[config.mk]
export PLATFORM = sky130hd
export DESIGN_NAME = pe_nic_block
export DESIGN_NICKNAME = d
export VERILOG_FILES = /design/src/rtl/router_pkg.sv /design/src/rtl/nic_slot_buf.sv /design/src/rtl/pe_nic_block.sv
export SDC_FILE = /design/constraint.sdc
export NUM_CORES = 1
export LEC_CHECK = 0
export CORE_ASPECT_RATIO = 0.9
export CORE_MARGIN = 2
export CORE_UTILIZATION = 48
export DETAILED_ROUTE_END_ITERATION = 8
export PLACE_DENSITY = 0.95
export REMOVE_ABC_BUFFERS = 1
export SLEW_MARGIN = 30
export SYNTH_ARGS = -nofsm -noshare
export SYNTH_HDL_FRONTEND = slang
export SYNTH_SLANG_ARGS = --single-unit
[constraint.sdc]
create_clock -name clk -period 16.8 [get_ports clk]
set_input_delay 2.52 -clock clk [delete_from_list [all_inputs] [get_ports clk]]
set_output_delay 2.52 -clock clk [all_outputs]
set_load 0.01 [all_outputs]
[src/rtl/router_pkg.sv]
// Shared router/NIC definitions: packet width, field positions, NIC register map, packet layout.
package router_pkg;

    localparam int DW = 64;
    localparam int AW = 2;

    localparam int VC_BIT  = 63;
    localparam int DX_BIT  = 62;
    localparam int DY_BIT  = 61;
    localparam int RSV_MSB = 60;
    localparam int RSV_LSB = 56;
    localparam int HX_MSB  = 55;
    localparam int HX_LSB  = 52;
    localparam int HY_MSB  = 51;
    localparam int HY_LSB  = 48;
    localparam int SX_MSB  = 47;
    localparam int SX_LSB  = 40;
    localparam int SY_MSB  = 39;
    localparam int SY_LSB  = 32;
    localparam int PL_MSB  = 31;
    localparam int PL_LSB  = 0;

    localparam logic [1:0] ADDR_IN_BUF   = 2'd0;
    localparam logic [1:0] ADDR_IN_STAT  = 2'd1;
    localparam logic [1:0] ADDR_OUT_BUF  = 2'd2;
    localparam logic [1:0] ADDR_OUT_STAT = 2'd3;

    typedef struct packed {
        logic        vc;
        logic        dx;
        logic        dy;
        logic [4:0]  rsv;
        logic [3:0]  hx;
        logic [3:0]  hy;
        logic [7:0]  sx;
        logic [7:0]  sy;
        logic [31:0] payload;
    } packet_t;

endpackage

[src/rtl/nic_slot_buf.sv]
// Single-entry packet holding register with a full flag; load wins over clear.
module nic_slot_buf #(
    parameter int DW = 64
) (
    input  logic          clk,
    input  logic          reset,
    input  logic          load,
    input  logic [DW-1:0] load_data,
    input  logic          clear,
    output logic [DW-1:0] data,
    output logic          full
);

    logic [DW-1:0] data_q, data_d;
    logic          full_q, full_d;

    always_comb begin
        data_d = data_q;
        full_d = full_q;
        if (clear) begin
            full_d = 1'b0;
        end
        if (load) begin
            data_d = load_data;
            full_d = 1'b1;
        end
    end

    always_ff @(posedge clk or posedge reset) begin
        if (reset) begin
            data_q <= '0;
            full_q <= 1'b0;
        end else begin
            data_q <= data_d;
            full_q <= full_d;
        end
    end

    assign data = data_q;
    assign full = full_q;

endmodule

[src/rtl/pe_nic_block.sv]
// PE <-> router network interface: register-mapped PE side, 1-deep handshake net side.
// Optional sticky OUT_BUF overflow flag (OUT_STAT bit1) enabled by macro NIC_OVF_FLAG_EN.
module pe_nic_block #(
    parameter int DW = 64,
    parameter int AW = 2
) (
    input  logic          clk,
    input  logic          reset,
    input  logic          phase_external,
    input  logic [AW-1:0] addr,
    input  logic [DW-1:0] d_in,
    output logic [DW-1:0] d_out,
    input  logic          nicEn,
    input  logic          nicWrEn,
    output logic          net_so,
    input  logic          net_ro,
    output logic [DW-1:0] net_do,
    input  logic          net_si,
    output logic          net_ri,
    input  logic [DW-1:0] net_di
);

    import router_pkg::*;

    logic          pe_wr;
    logic          pe_rd;
    logic          out_load;
    logic          out_clear;
    logic          in_load;
    logic          in_clear;
    logic [DW-1:0] out_data;
    logic [DW-1:0] in_data;
    logic          out_full;
    logic          in_full;
    logic          ovf_bit;
    logic [DW-1:0] d_out_q, d_out_d;

    assign pe_wr = nicEn & nicWrEn;
    assign pe_rd = nicEn & ~nicWrEn;

    // All decisions use pre-edge full flags, so a write racing a drain is still dropped.
    assign out_load  = pe_wr & (addr == AW'(ADDR_OUT_BUF)) & ~out_full;
    assign out_clear = net_so & net_ro;
    assign in_load   = net_si & net_ri;
    assign in_clear  = pe_rd & (addr == AW'(ADDR_IN_BUF)) & in_full;

    assign net_so = out_full & phase_external;
    assign net_do = out_data;
    assign net_ri = ~in_full & phase_external & ~reset;

    nic_slot_buf #(.DW(DW)) u_out_buf (
        .clk       (clk),
        .reset     (reset),
        .load      (out_load),
        .load_data (d_in),
        .clear     (out_clear),
        .data      (out_data),
        .full      (out_full)
    );

    nic_slot_buf #(.DW(DW)) u_in_buf (
        .clk       (clk),
        .reset     (reset),
        .load      (in_load),
        .load_data (net_di),
        .clear     (in_clear),
        .data      (in_data),
        .full      (in_full)
    );

`ifdef NIC_OVF_FLAG_EN
    logic out_drop;
    logic ovf_q, ovf_d;

    assign out_drop = pe_wr & (addr == AW'(ADDR_OUT_BUF)) & out_full;

    always_comb begin
        ovf_d = ovf_q;
        if (pe_rd && (addr == AW'(ADDR_OUT_STAT))) begin
            ovf_d = 1'b0;
        end
        if (out_drop) begin
            ovf_d = 1'b1;
        end
    end

    always_ff @(posedge clk or posedge reset) begin
        if (reset) begin
            ovf_q <= 1'b0;
        end else begin
            ovf_q <= ovf_d;
        end
    end

    assign ovf_bit = ovf_q;
`else
    assign ovf_bit = 1'b0;
`endif

    always_comb begin
        d_out_d = d_out_q;
        if (pe_rd) begin
            case (addr)
                AW'(ADDR_IN_BUF):   d_out_d = in_data;
                AW'(ADDR_IN_STAT):  d_out_d = {{(DW-1){1'b0}}, in_full};
                AW'(ADDR_OUT_STAT): d_out_d = {{(DW-2){1'b0}}, ovf_bit, out_full};
                default:            d_out_d = '0;
            endcase
        end
    end

    always_ff @(posedge clk or posedge reset) begin
        if (reset) begin
            d_out_q <= '0;
        end else begin
            d_out_q <= d_out_d;
        end
    end

    assign d_out = d_out_q;

endmodule

==> run_results.csv <==
group,metric,value,unit
critical_path,crit_path_cell_trace,"clkdlybuf4s50_1, nor3b_2, clkdlybuf4s50_1",
finish,fillCellCount,916,
run,drv_cap,0,
logic_synthesis,synth_compound_area_frac,0.0810,
timing,rsz0062_at_grt,"false",
die,io_pins,267,
clocking,cts_resized,0,
logic_synthesis,yosysWarnings,0,
finish,postLayoutCellArea,10500,um2
logic_synthesis,seq_area_frac_synth,0.677,
placement,place_congestion,0.789,
clocking,h-tree-depth,4,
logic_synthesis,synth-main-ff-cell,"dfrtp_1",
clocking,cts_root_buf,"clkbuf_16",
die,die-area,15900,um2
outcome,run_status,"finished clean",
critical_path,required,14.28,ns
timing,setup_viol,0,
timing,hold_viol,0,
critical_path,cp_slowest_cell,"clkdlybuf4s50_1",
pwr,peakVddDrop,0.0881,mV
clocking,post-cts-setup-buffer-count,0,
logic_synthesis,synth_area_leaders,"dfrtp_1, mux2_2, mux2_1",
timing,drv_slew,0,
timing,tightest_slew,0.908,ns
logic_synthesis,synth_fa_ha_area_frac,0,
grt,grt_max_degree,112,
pwr,powerDensity,134,nW/um2
clocking,cts_sinks,194,
logic_synthesis,syn_inst,429,
die,die_w,133,um
timing,skew,0.0101,ns
grt,grt_pass1_vias,5126,
placement,io_buffers,266,
drt,vias_per_cell,5.30,
clocking,clk_pin_slew,0.07,ns
placement,dp_hpwl,12600,um
pwr,p_leak,4.51,nW
drt,wirelength,18500,um
grt,antenna_found_initial,0,
die,num_rows,42,
critical_path,path_buf_inv,2,
logic_synthesis,synth-edff-count,0,
logic_synthesis,synth_seq_cells,194,
logic_synthesis,synth_top_family_by_area,"multiplexers",
drt,dr.pass1.iters,4,
finish,layout-drive-gt1-share,0.162,
grt,grt_overflow,0,
die,coreArea,14700,um2
clocking,insertion_delay,0.42,ns
placement,dpl_cell_area,9950,um2
critical_path,cp_slowest_stage_delay,0.56,ns
logic_synthesis,yosys.area.top_type,"dfrtp_1",
drt,ant_nets,0,
logic_synthesis,synthTopCellsByCount,"dfrtp_1, mux2_2, a22o_1",
logic_synthesis,synth_mux_area_frac,0.203,
timing,setup_tns,0,ns
drt,drt_iter0_drc,197,
timing,post-route-period-util,0.378,
logic_synthesis,synthXorXnorAreaFrac,0,
pwr,power.total,1.41,mW
logic_synthesis,yosysMostFrequentCell,"dfrtp_1",
logic_synthesis,netlist_area,7170,um2
timing,fmax,157,MHz
timing,worst_slew_margin_rel,0.395,
timing,hold_slack,0.486,ns
finish,final_nets,830,
critical_path,cp_common_cell,"clkdlybuf4s50_1",
finish,diodes,0,
die,initial_core_util,0.489,
logic_synthesis,synth.avg_cell_area,16.7,um2
clocking,tritoncts,"done",
critical_path,end_kind,"output pin",
clocking,cts_hold_buf,0,
critical_path,worst_setup_path_start_kind,"input port",
logic_synthesis,yosysTopAreaCellShare,0.677,
die,dieHeight,120,um
clocking,cts_max_path_buffers,2,
timing,layout_min_cycle_time,6.35,ns
drt,wire_per_inst,20.5,um
drt,drcViolationCount,0,
min_path,hp-class,"reg -> reg",
drt,vias,4781,
logic_synthesis,async_flop_share,1.00,
grt,grt_usage,0.239,
logic_synthesis,yosys.cell_types.count,22,
critical_path,cp_data_arrival_time,3.83,ns
critical_path,cp_max_fo,2,
critical_path,path_delay_family,"buffers and inverters",
clocking,numCtsBuffers,17,
logic_synthesis,synthSimpleGateAreaFrac,0.00977,
grt,grt_pass1_wl,28900,um
critical_path,criticalPathCategory,"in -> out",
finish,areaGrowthSynthToFinish,46.4,%
[logic make-up after synthesis]
logic type             count (synthesis)
flip-flops                           194
AO/OA/AOI/OAI                         67
AND/OR/NAND/NOR                        9
buffers and inverters                 30
multiplexers                         129
[sequential cells by signal, indices dropped and copies added (netlist names)]
signal,cells
u_out_buf.data,64
u_out_buf.full,1
u_in_buf.data,64
u_in_buf.full,1
d_out,64
[area by class of cell]
type | instances | area, um2 | share of cell area
multi-input cells | 205 | 2110 | 0.201
clock buffers | 23 | 478 | 0.0455
inverters | 3 | 18.8 | 0.00179
clock inverters | 7 | 53.8 | 0.00513
well taps | 198 | 248 | 0.0236
repair buffers | 272 | 2730 | 0.260
flip-flops and latches | 194 | 4850 | 0.462
[power by group]
group / total [mW] / internal, mW / switching [mW] / leakage [nW]
combinational: 0.357 / 0.229 / 0.128 / 1.83
sequential: 0.679 / 0.603 / 0.0760 / 2.42
clock: 0.369 / 0.201 / 0.169 / 0.252
total: 1.41 / 1.03 / 0.373 / 4.51
[cells in the final DEF, fill, tap and decap left out, drive strengths merged]
| cell type | synthesis | layout |
|---|---|---|
| dfrtp | 194 | 194 |
| clkdlybuf4s50 | 0 | 266 |
| clkbuf | 1 | 23 |
| inv | 3 | 4 |
| nand4b | 1 | 1 |
| nor2 | 2 | 2 |
| nor3b | 1 | 1 |
| nand2 | 1 | 1 |
| nand2b | 1 | 1 |
| o21bai | 1 | 1 |
| mux2 | 129 | 129 |
| nor3 | 1 | 1 |
| a21o | 1 | 1 |
| a22o | 63 | 63 |
| and2 | 2 | 2 |
| a221oi | 1 | 1 |
| clkinvlp | 0 | 3 |
| buf | 26 | 6 |
| a21oi | 1 | 1 |
| clkinv | 0 | 3 |
[worst paths after layout]
| check | start | slack [ns] | to | cells after the start |
|---|---|---|---|---|
| worst max-delay path | reset | 10.45 | net_ri | 3 |
| worst min-delay path | u_out_buf.data[47] | 0.49 | u_out_buf.data[47] | 1 |
| worst max register to register | u_out_buf.full | 14.62 | u_out_buf.data[51] | 4 |
| worst min register to register | u_out_buf.data[47] | 0.49 | u_out_buf.data[47] | 1 |
| max in group asynchronous | reset | 12.92 | d_out[48] | 4 |
| min in group asynchronous | reset | 2.67 | u_in_buf.data[49] | 2 |
[metal layers]
metal / share of wire / global-route usage
met1: 0.40 / 0.291
met3: 0.087 / 0.0849
met2: 0.50 / 0.397
met4: 0.018 / 0.0800
met5: 0 / 0
[per-stage QoR]
| stage | cells | setup WS (ns) | util |
|---|---|---|---|
| 2_1_floorplan | 402 | 9.00 | - |
| 3_3_place_gp | 870 | 10.45 | 0.677 |
| 3_5_place_dp | 871 | 10.44 | 0.679 |
| 4_1_cts | 901 | 10.44 | 0.715 |
| 5_1_grt | 902 | 10.41 | 0.716 |
| 6_report | 902 | 10.45 | 0.716 |
Power figures use the tool's default switching activity.
==> edit 1 (same settings) <==
Add a define of `NIC_OVF_FLAG_EN`.
--- a/src/rtl/pe_nic_block.sv
+++ b/src/rtl/pe_nic_block.sv
@@ -1,5 +1,7 @@
 // PE <-> router network interface: register-mapped PE side, 1-deep handshake net side.
 // Optional sticky OUT_BUF overflow flag (OUT_STAT bit1) enabled by macro NIC_OVF_FLAG_EN.
+`define NIC_OVF_FLAG_EN
+
 module pe_nic_block #(
     parameter int DW = 64,
     parameter int AW = 2
Check against the original RTL: not equivalent (a bounded check fails within 4 cycles, from zero or initial values and one cycle with reset high).
==> edit 1 against the original RTL <==
Sequential cell count is 1 higher. Synthesized cell count is 2.3% higher. Sequential share of layout area is 0.14 points lower. Area after synthesis is 0.91% higher. Clock skew is 0.0030 ns higher. Worst setup slack worse by 0.016 ns. Routed wire length is 1.0% lower. Worst hold slack hardly changed. First-iteration DRC count is 19% lower. Final area is 0.82% higher. Power is 2.7% higher. Count of clock-buffer cells in the layout is 2 lower. Global-route usage is 0.089 points lower.
==> edit 1: results (changes against the original RTL) <==
| Metric | Value |
|---|---|
| Status | finished, final reports clean |
| Minimum clock period | 6.369 ns (+0.01620 ns) |
| Hold endpoint | u_out_buf.data[36] |
| Finish-stage setup viols | 0 (unchanged) |
| Post-CTS sizing | 0 (unchanged) |
| Worst-skew pair later-pin latency | 0.43 ns |
| Worst path arrival time | 3.85 ns (+0.02 ns) |
| Root Buffer | clkbuf_16 |
| Layout cells sized above 1 | 16.83% (+0.64 points) |
| Vias in the first global route | 5208 (+1.6%) |
| Gr usage total | 23.77% (-0.089 points) |
| Placed cell areas | 9997 um^2 (+0.43%) |
| Leakage | 4.556 nW (+1.1%) |
| Skew final | 0.01307 ns (+0.002967 ns) |
| CTS Buf Count | 17 (unchanged) |
| Clk slew on worst S/H paths | 0.06 ns |
| Antenna diodes | 0 (unchanged) |
| Initial drt markers | 159 (-19%) |
| NumNets Final | 838 (+0.96%) |
| # Post-CTS Setup Buffers | 0 (unchanged) |
| DP Wirelength | 12520 um (-0.83%) |
| Tightest hold margin | 0.4854 ns (-0.0003150 ns) |
| Slew HR | 42.21% (+2.7 points) |
| Place WS | 10.43 ns (-0.005900 ns) |
| First-pass GRT wire length | 28920 um (about the same) |
| Distinct cell type count after synthesis | 23 (+4.5%) |
| Area contributors post-synth | dfrtp_1, mux2_2, mux2_1 |
| Clock buffer depth | 2 (unchanged) |
| Hold Crit Start | u_out_buf.data[36] |
| Hold Path Depth | 1 (unchanged) |
| Async set-reset flop share out of synthesis | 100.0% (unchanged) |
| Depth of the CTS H-tree | 4 (unchanged) |
| Worst r2r src | u_in_buf.full |
| Drt wl/cell | 20.10 um (-2.0%) |
| HP Class | reg2reg |
| Final Wtd Congestion | 0.7831 (-0.77%) |
| Worst Path Max Fanout | 2 (unchanged) |
| Cells after DPL | 880 (+1.0%) |
| CP startpoint | reset |
| Worst-case register-to-register setup slack | 14.71 ns (+0.09 ns) |
| Maximum vdd drop | 0.1079 mV (+23%) |
| Commonest cells in the netlist | dfrtp_1, mux2_2, a22o_1, mux2_1, buf_2 |
| Seq/Total Area, Yosys | 67.44% (-0.26 points) |
| Antenna violations before repair | 0 (unchanged) |
| Drt first pass iters | 5 (+1) |
| Filler cell count | 927 (+1.2%) |
| Synth warn | 0 (unchanged) |
| FF-to-FF End | u_in_buf.data[57] |
| Largest net degree at the start of global routing | 113 (+0.89%) |
| Vias | 4787 (+0.13%) |
| Buffers on Ports | 266 (unchanged) |
| R2r worst-path depth | 4 (unchanged) |
| Avg Cell Area, Syn | 16.48 um^2 (-1.4%) |
| Vias per cell | 5.255 (-0.86%) |
edit 1: cell count changes in the layout (fill, tap and decap cells not counted), moves of 2 or more:
cell       before  now
mux2_1         54   49
clkinv_4        2    0
mux2_2         75   80
o21ai_0         0    2
bufinv_16       0    2
nand2_1         1    4
inv_6           1    3
edit 1: cells by family after synthesis:
group                  count (synthesis)  share of synthesized area (%)
multiplexers                         129                          20.08
buffers and inverters                 31                          3.078
AND/OR/NAND/NOR                       15                          1.297
flip-flops                           195                          67.44
AO/OA/AOI/OAI                         69                          8.110
edit 1: critical path: stages:
cell and delay (ns):
clkdlybuf4s50_1 0.52, nor3b_2 0.24, clkdlybuf4s50_1 0.57
edit 1: area by class of cell:
cell class                      instances  area, um^2  area share [%]
Inverter                                3       18.77          0.1773
Sequential cell                       195        4880           46.10
Clock buffer                           21       460.4           4.350
Clock inverter                         10       122.6           1.159
Timing Repair Buffer                  271        2704           25.55
Tap cell                              198       247.7           2.341
Multi-Input combinational cell        213        2151           20.32
edit 1: metal layers:
layer,share of wire (%),GRT usage (%)
met2,51,40.24
met5,0,0
met1,37,26.95
met3,9.2,8.931
met4,2.9,10.70
edit 1: report_power, final:
| part | switching, W | internal, W |
|---|---|---|
| registers | 0.0000780 | 0.000606 |
| logic | 0.000128 | 0.000230 |
| clock network | 0.000173 | 0.000228 |
edit 1: how the worst max path moves through the flow:
stage	endpoint	cells past startpoint
finish	net_ri	3
global placement	net_ri	3
global route	net_ri	3
CTS	net_ri	3
detailed placement	net_ri	3
floorplan	d_out[0]	1
==> edit 2 (same flow settings) <==
Made on the original files. Add an input register stage for `d_in`, cleared by the reset; this delays it by one clock. The other inputs are not delayed to match.
--- a/src/rtl/pe_nic_block.sv
+++ b/src/rtl/pe_nic_block.sv
@@ -21,6 +21,16 @@
 );
 
     import router_pkg::*;
+
+    logic [DW-1:0] d_q;
+
+    always_ff @(posedge clk or posedge reset) begin
+        if (reset) begin
+            d_q <= '0;
+        end else begin
+            d_q <= d_in;
+        end
+    end
 
     logic          pe_wr;
     logic          pe_rd;
@@ -52,7 +62,7 @@
         .clk       (clk),
         .reset     (reset),
         .load      (out_load),
-        .load_data (d_in),
+        .load_data (d_q),
         .clear     (out_clear),
         .data      (out_data),
         .full      (out_full)
Function: changed (Yosys sat finds a counterexample within 4 cycles, from zero or initial values and one cycle with reset high).
==> edit 2 against the original RTL <==
Sequential power up 25%. Power up 25%. Area after synthesis up 23%. Core utilization down 1.8 points. Synthesized cell count up 15%. First-iteration DRC count down 24%. Final area up 18%. Sequential cell count up 64. Via count up 11%. Combinational power up 1%. Worst hold slack worse by 0.022 ns. Worst setup slack worse by 0.040 ns. Routed wire length up 14%. Critical path depth unchanged. Critical path type unchanged. Critical endpoint unchanged. Highest routed layer is now met5.
==> edit 2: results (changes against the original RTL) <==
| Metric | Value |
|---|---|
| Gr usage total | 21.57% (-2.3 points) |
| # Post-CTS Setup Buffers | 0 (unchanged) |
| Final Wtd Congestion | 0.7351 (-6.9%) |
| CP peak stage delay | 0.57 ns |
| Synth warn | 0 (unchanged) |
| Slew HR | 39.47% (about the same) |
| Filler cell count | 1086 (+19%) |
| R2r worst-path depth | 4 (unchanged) |
| Area contributors post-synth | dfrtp_1, mux2_2, mux2_1 |
| CTS Buf Count | 25 (+8) |
| Post-synth EDFFs | 0 (unchanged) |
| Initial drt markers | 150 (-24%) |
| Worst Path Max Fanout | 2 (unchanged) |
| Worst-case register-to-register setup slack | 14.75 ns (+0.13 ns) |
| Antenna violations before repair | 1 (+1) |
| Hold Crit Start | d_q[19] |
| Layout cells sized above 1 | 15.49% (-0.70 points) |
| Slew Limit Fails | 0 (unchanged) |
| Async set-reset flop share out of synthesis | 100.0% (unchanged) |
| Depth of the CTS H-tree | 1 (-3) |
| Maximum vdd drop | 0.1294 mV (+47%) |
| NumNets Final | 902 (+8.7%) |
| Antenna diodes | 0 (unchanged) |
| Top_reg_cell synth | dfrtp_1 |
| Post-CTS sizing | 0 (unchanged) |
| First-pass GRT wire length | 33120 um (+14%) |
| Hold Path Depth | 1 (unchanged) |
| Drt first pass iters | 4 (unchanged) |
| DP Wirelength | 13650 um (+8.1%) |
| Skew final | 0.007088 ns (-0.003017 ns) |
| FF-to-FF End | u_out_buf.data[1] |
| Clk slew on worst S/H paths | approximately 0.06 ns |
| Commonest cells in the netlist | dfrtp_1, mux2_2, a22o_1, mux2_1 |
| Worst path arrival time | 3.87 ns (+0.04 ns) |
| Worst-skew pair later-pin latency | 0.50 ns (+0.08 ns) |
| Buffers on Ports | 266 (unchanged) |
| Clock buffer depth | 3 (+1) |
| Distinct cell type count after synthesis | 24 (+9.1%) |
| Seq/Total Area, Yosys | 73.42% (+5.7 points) |
| Root Buffer | clkbuf_16 |
| Vias | 5305 (+11%) |
| Worst r2r src | u_out_buf.full |
| Hold endpoint | u_out_buf.data[19] |
| Placed cell areas | 11620 um^2 (+17%) |
| CP delay by family, top | buffers and inverters |
| HP Class | reg2reg |
| Status | finished, final reports clean |
| Drt total wl | 21040 um (+14%) |
| Largest net degree at the start of global routing | 94 (-16%) |
| Crit path max-delay cell type | clkdlybuf4s50_1 |
| Vias in the first global route | 5869 (+14%) |
| Leakage | 5.390 nW (+20%) |
-- edit 2: logic make-up after synthesis --
family	Yosys count	share of synthesized area (%)
compound gates	67	6.602
buf+inv	30	2.632
flops	258	73.42
mux	129	16.52
simple gates	9	0.8254
-- edit 2: worst max-delay path by stage --
stage | start | to | slack [ns] | cells after the start
3_5_place_dp | reset | net_ri | 10.41 | 3
4_1_cts | reset | net_ri | 10.40 | 3
3_3_place_gp | reset | net_ri | 10.46 | 3
5_1_grt | reset | net_ri | 10.39 | 3
6_report | reset | net_ri | 10.41 | 3
2_1_floorplan | reset | d_out[0] | 7.18 | 1
-- edit 2: power breakdown --
part | switching (W) | leakage, nW | internal, W | total, W
Sequential | 0.0000838 | 3.17 | 0.000765 | 0.000849
Clock | 0.000221 | 0.387 | 0.000329 | 0.000550
Combinational | 0.000132 | 1.83 | 0.000229 | 0.000361
-- edit 2: routing by layer --
metal  global-route usage (%)  routed length [um]  vias up
li1                         -                   -     2302
met1                    27.08                8459     2718
met2                    35.76               10030      245
met3                    8.512                2131       38
met4                    4.639                 399        2
met5                        0                  13        -
-- edit 2: final cells by class --
cell class	instances	area, um^2	area share [%]
clock inverters	7	112.6	0.9067
inverters	3	18.77	0.1511
clock buffers	36	686.9	5.531
well taps	240	300.3	2.418
multi-input cells	205	2113	17.02
flip-flops and latches	258	6456	51.98
repair buffers	272	2731	21.99
-- edit 2: metrics by stage --
step	setup WS, ns	power, W	hold WS [ns]	cells	util (%)
final	10.41	0.001759	0.4635	1021	69.83
after global routing	10.39	0.001838	0.4761	1021	69.83
after CTS	10.40	0.001778	0.4698	1021	69.83
after detailed placement	10.41	0.001217	0.4521	978	65.34
after global placement	10.46	0.001188	0.4402	977	65.16
after floorplan	7.182	0.0009945	0.4393	466	-
